===== src/rtl/cache_flush_sequencer.sv =====
// cache_flush_sequencer: clears every tag valid bit after reset and on each CP15 flush, stalling the core, and registers a per-access cacheability decode.
// Ports:
//   i_clk, i_rst            clock and synchronous active-high reset
//   i_cache_flush           single-cycle flush request from CP15
//   i_cache_enable          cache on/off
//   i_cacheable_area        one bit per 2MB region of the low 64MB
//   i_address(_valid)       core access address and its qualifier
//   o_stall                 high while the sequencer owns the tag RAM
//   o_tag_wenable/waddr     per-way write enable and line index being cleared
//   o_tag_wdata_valid       valid bit written (always 0)
//   o_flush_done            one-cycle pulse at the end of a sweep
//   o_cacheable             registered cacheability of the last valid address
//   o_flush_count           completed sweeps, saturating (only with CACHE_FLUSH_STATS_EN)
module cache_flush_sequencer #(
    parameter int WAYS   = 4,
    parameter int LINES  = 256,
    parameter int LINE_W = 8
) (
    input  logic              i_clk,
    input  logic              i_rst,
    input  logic              i_cache_flush,
    input  logic              i_cache_enable,
    input  logic [31:0]       i_cacheable_area,
    input  logic [31:0]       i_address,
    input  logic              i_address_valid,
    output logic              o_stall,
    output logic [WAYS-1:0]   o_tag_wenable,
    output logic [LINE_W-1:0] o_tag_waddr,
    output logic              o_tag_wdata_valid,
    output logic              o_flush_done,
    output logic              o_cacheable
`ifdef CACHE_FLUSH_STATS_EN
    ,
    output logic [15:0]       o_flush_count
`endif
);
    typedef enum logic [1:0] {IDLE, SWEEP, DONE} state_t;
    state_t            state, state_nx;
    logic [LINE_W-1:0] cnt, cnt_nx;
    logic              cache_q;
    logic              decode;
    logic              unused_addr;
    assign unused_addr = ^i_address[20:0];
    assign decode = i_cache_enable & (i_address[31:26] == 6'd0) & i_cacheable_area[i_address[25:21]];
    always_ff @(posedge i_clk) begin
        if (i_rst) begin
            state   <= SWEEP;
            cnt     <= '0;
            cache_q <= 1'b0;
        end else begin
            state   <= state_nx;
            cnt     <= cnt_nx;
            // the decode register is cleared while the tag RAM is busy so no stale hit survives a sweep
            cache_q <= (state != IDLE) ? 1'b0 : i_address_valid ? decode : cache_q;
        end
    end
    // a flush in any state restarts the sweep from line 0; the last line wraps cnt to 0 naturally
    always_comb begin
        state_nx          = (state == SWEEP) ? ((!i_cache_flush && cnt == LINE_W'(LINES - 1)) ? DONE : SWEEP)
                                             : (i_cache_flush ? SWEEP : IDLE);
        cnt_nx            = (state == SWEEP && !i_cache_flush) ? cnt + LINE_W'(1) : '0;
        o_stall           = i_rst | (state != IDLE);
        o_tag_wenable     = (!i_rst && state == SWEEP) ? {WAYS{1'b1}} : '0;
        o_tag_waddr       = cnt;
        o_tag_wdata_valid = 1'b0;
        o_flush_done      = !i_rst && state == DONE;
        o_cacheable       = !i_rst && state == IDLE && cache_q;
    end
`ifdef CACHE_FLUSH_STATS_EN
    always_ff @(posedge i_clk) begin
        if (i_rst)
            o_flush_count <= '0;
        else if (o_flush_done && o_flush_count != 16'hFFFF)
            o_flush_count <= o_flush_count + 16'd1;
    end
`endif
endmodule


===== config.mk =====
export PLATFORM = sky130hd
export DESIGN_NAME = cache_flush_sequencer
export DESIGN_NICKNAME = d
export VERILOG_FILES = /design/src/rtl/cache_flush_sequencer.sv
export SDC_FILE = /design/constraint.sdc
export NUM_CORES = 1
export LEC_CHECK = 0
export BUFFER_PORTS_ARGS = -buffer_cell sky130_fd_sc_hd__buf_2
export CORE_MARGIN = 4
export CORE_UTILIZATION = 34
export CTS_CLUSTER_DIAMETER = 120
export DETAILED_ROUTE_END_ITERATION = 8
export PLACE_DENSITY_LB_ADDON = 0.2
export SYNTH_ARGS = -nofsm -noshare
export SYNTH_HDL_FRONTEND = slang
export SYNTH_SLANG_ARGS = --single-unit

===== constraint.sdc =====
create_clock -name i_clk -period 2.55 [get_ports i_clk]
set_clock_uncertainty 0.1 [all_clocks]
set_input_delay 0.51 -clock i_clk [delete_from_list [all_inputs] [get_ports i_clk]]
set_output_delay 0.51 -clock i_clk [all_outputs]
set_load 0.1 [all_outputs]

* Word level (Yosys, flattened, before mapping) *
Index checks and enable logic that the tools add are counted.

storage, ports and cells
  bits in registers = 11
  bits of input ports = 69
  output and inout bits = 16

cells by class
  add/subtract/negate cells = 1
  $lt $le $gt $ge = 1
  equal/unequal tests = 3
  mux-type cells = 6
  bitwise logic cells = 4
  reductions and logical operators = 13

operator list
  kind                                                         number
  adder 8 x 1 -> 8 bit (second input constant)                 1
  == test 8 bit (second input constant)                        1
  logical AND 1 bit                                            6
  zero test 6 bit                                              1
  less-than comparator 5 x 6 -> 1 bit (second input constant)  1
  binary-select mux 1 bit (select 5 bit)                       1
  two-way mux 2 bit                                            2
  two-way mux 4 bit                                            1
  OR reduction 2 bit                                           2
  bitwise AND 1 bit                                            2
  == test 2 x 1 -> 1 bit (second input constant)               1
  == test 2 bit (second input constant)                        1
  zero test 1 bit                                              2
  zero test 2 bit                                              1
  two-way mux 1 bit                                            2
  nonzero test 2 bit                                           1
  inverter 1 bit                                               1
  OR 1 bit                                                     1

* Longest topological paths before layout *
  word-level depth = 4
  gate-level depth with buffers = 5

* Worst setup path before layout *
No wires, ideal clock.

  kind = input to output
  start point = input port i_rst
  end point = output port o_flush_done
  data arrival time = 2.698 ns
  required time = 1.940 ns
  slack = -0.758 ns
  stages on the path = 1
  cells stage by stage = nor3b_1

on the way
  cells in the longest elaborated chain, start to end = 2

ends and longest elaborated chain
  what                RTL line  source
  start: declaration  20        input logic i_rst,
  zero test 1 bit     66        o_flush_done = !i_rst && state == DONE;
  logical AND 1 bit   66
  end: declaration    30        output logic o_flush_done,

Every way passes these cells.

* Final worst setup path *
  start point = input port i_rst
  end point = output port o_cacheable

on the way
  cells in the longest elaborated chain, start to end = 3

ends and longest elaborated chain
  what                            RTL line  source
  zero test 1 bit                 67        o_cacheable = !i_rst && state == IDLE && cache_q;
  logical AND 1 bit (2 in a row)  67
  end: declaration                31        output logic o_cacheable

Every way passes these cells.

==> flow_metrics.tcl <==
set metrics [dict create \
    max_freq_ghz 0.451 \
    fill_cells 223 \
    tritoncts "done" \
    io_buffer_count 62 \
    cts_post_setup_buffers_inserted 0 \
    wl_per_cell_um 12.1 \
    synth_common_cells "dfxtp_1 (11), nor2_1 (11), mux4_1 (5)" \
    die_area_sq_um 3190 \
    path_max_fanout 6 \
    path_class "in2out" \
    synth_cells 80 \
    grt.overflow.total 0 \
    peakVddDrop_v 0.000332 \
    clockBufferDepth 2 \
    vias 817 \
    dieWidth_um 56.5 \
    rsz0062_at_grt "no" \
    finalHoldViolCount 0 \
    ys_warn_count 0 \
    fin_crit_sh_pct 86.9 \
    gp_congestion 0.725 \
    htree_num_levels 1 \
    grt_pass1_wl_mm 3.41 \
    path_buf_inv 3 \
    num_antenna_cells 0 \
    async_flop_share_pct 0 \
    synth_edf_count 0 \
    p_leak_nw 0.575 \
    grt_antenna_before_repair 0 \
    synth_top_area_share_pct 27.5 \
    synth.avg_cell_area_sq_um 9.99 \
    drive_gt1_share_pct 52.9 \
    synth_flop_cell "dfxtp_1" \
    setup_viol 0 \
    clkTransAtPathRegs_ps 60 \
    setup_tns_ps 0 \
    status "finished clean" \
    required_ps 1940 \
    worst_slack_ps 333 \
    seq_area_sq_um 220 \
    p_per_area_nw_per_um2 369 \
    syn_nets 150 \
    detail-route-antenna-nets 0 \
    ctsHoldBuffers 0 \
    vias_per_cell 4.86 \
    rows 17 \
    drc 0 \
    die_h_um 56.5 \
    synth-seq-cells 11 \
    crit_chain "buf_2 -> or4b_2 -> inv_1 -> buf_12" \
    fin_area_sq_um 1150 \
    drtPass1Iterations 4 \
    track_usage_pct 13.0 \
    place_area_sq_um 1120 \
    cts.repair.resized 0 \
    start_util_pct 35.8 \
    crit_arrival_ps 1610 \
    crit_slowest_cell "or4b_2" \
    synth_top_area_cell "dfxtp_1" \
    nNetsFinal 211 \
    drt_iter0_drc 10 \
    min_period_ps 2220 \
    crit_path_start_kind "input port" \
    end_kind "primary output" \
    drv_slew 0 \
    core_area_sq_um 2230 \
    syn_to_final_growth_pct 43.7 \
    pin_count 85 \
    dp_hpwl_mm 1.75 \
    max_stage_delay_ps 660 \
    cts_made_buffers 3 \
    insertion_delay_ps 270 \
    cts_sinks 11 \
    seq_area_frac_synth_pct 27.5 \
    hold_class "in2reg" \
    wl_mm 2.04 \
    dp_slack_ps 310 \
    cp_top_family "simple AND/OR/NAND/NOR gates" \
    syn_area_sq_um 800 \
    grt_max_degree 11 \
    synth_area_leaders "dfxtp_1 (28%), mux4_1 (16%), nor2_1 (5.2%)" \
    cap_viol_max_count 0 \
    grt_pass1_vias 861 \
    cts-root-buf "clkbuf_4" \
    yosysUniqueCellTypes 31 \
    multi_input_area_sq_um 527 \
]
-- cell families (layout without fill, tap and decap cells) --
kind of cell / Yosys count / after routing / share of synthesized area, %
xor gates and xnor gates: 6 / 6 / 6.57
adders and majority gates: 1 / 1 / 1.56
buffers and inverters: 10 / 70 / 7.51
and+or+nand+nor: 31 / 31 / 21.0
AOI/OAI and AO/OA: 8 / 8 / 8.30
other: 1 / 1 / 0.469
muxes: 12 / 12 / 27.1
DFF: 11 / 11 / 27.5
-- cell type report --
| class | instances | area share, % |
|---|---|---|
| timing repair buffer | 62 | 28.3 |
| inverter | 4 | 1.31 |
| multi-input combinational | 59 | 45.9 |
| tap | 28 | 3.05 |
| clock buffer | 4 | 2.29 |
| sequential | 11 | 19.2 |
-- state kept, by name, indices dropped and copies added, names as in the netlist --
| signal | flops |
|---|---|
| o_tag_waddr | 8 |
| state | 2 |
| cache_q | 1 |
-- metal layers --
layer | GRT usage (%) | up-vias | wire (um)
met5 | 0 | - | 0
met4 | 3.05 | 0 | 12
met3 | 4.14 | 2 | 189
met2 | 25.2 | 29 | 1090
met1 | 13.2 | 371 | 741
li1 | - | 415 | -
-- cells in the final DEF, fill, tap and decap left out, types with 2 or more instances in the layout --
master	synthesis	routed
buf_2	0	61
dfxtp_1	11	11
nor2_1	11	10
mux4_1	5	5
inv_1	4	4
nand3_1	4	4
mux2i_1	4	4
or3_1	3	3
xnor2_1	3	3
and3_1	3	3
xor2_1	3	3
a221oi_1	3	3
clkbuf_4	0	3
or2_2	2	2
mux2_2	2	2
-- worst paths after layout --
| path | from | depth (start not counted) | slack [ps] | end |
|---|---|---|---|---|
| max | i_rst | 4 | 330 | o_cacheable |
| min | i_cache_flush | 2 | 340 | state[0]$_SDFF_PP1_ |
| max reg2reg | state[1]$_SDFF_PN0_ | 4 | 880 | cache_q$_SDFFE_PP0P_ |
| min reg2reg | o_tag_waddr[0]$_SDFF_PP0_ | 1 | 360 | o_tag_waddr[0]$_SDFF_PP0_ |
-- worst register-to-register path, stage by stage (launching register included) --
cell	delay [ps]
dfxtp_1	320
or4b_2	710
o21ai_0	190
a221oi_1	70
nor3b_1	200
-- stage by stage --
stage	total power [mW]	util, %	cells	hold WS [ps]
floorplan	0.270	-	80	512
global placement	0.309	50.3	164	338
detailed placement	0.312	50.3	164	347
CTS	0.430	51.4	168	333
global route	0.452	51.4	168	322
finish	0.423	51.4	168	339
-- report_power, final --
part / switching (mW) / leakage [nW] / internal [mW] / total, mW
clock: 0.0562 / 0.0150 / 0.0605 / 0.117
sequential: 0.00123 / 0.0889 / 0.173 / 0.174
combinational: 0.0751 / 0.471 / 0.0570 / 0.132
Power figures use the tool's default switching activity.
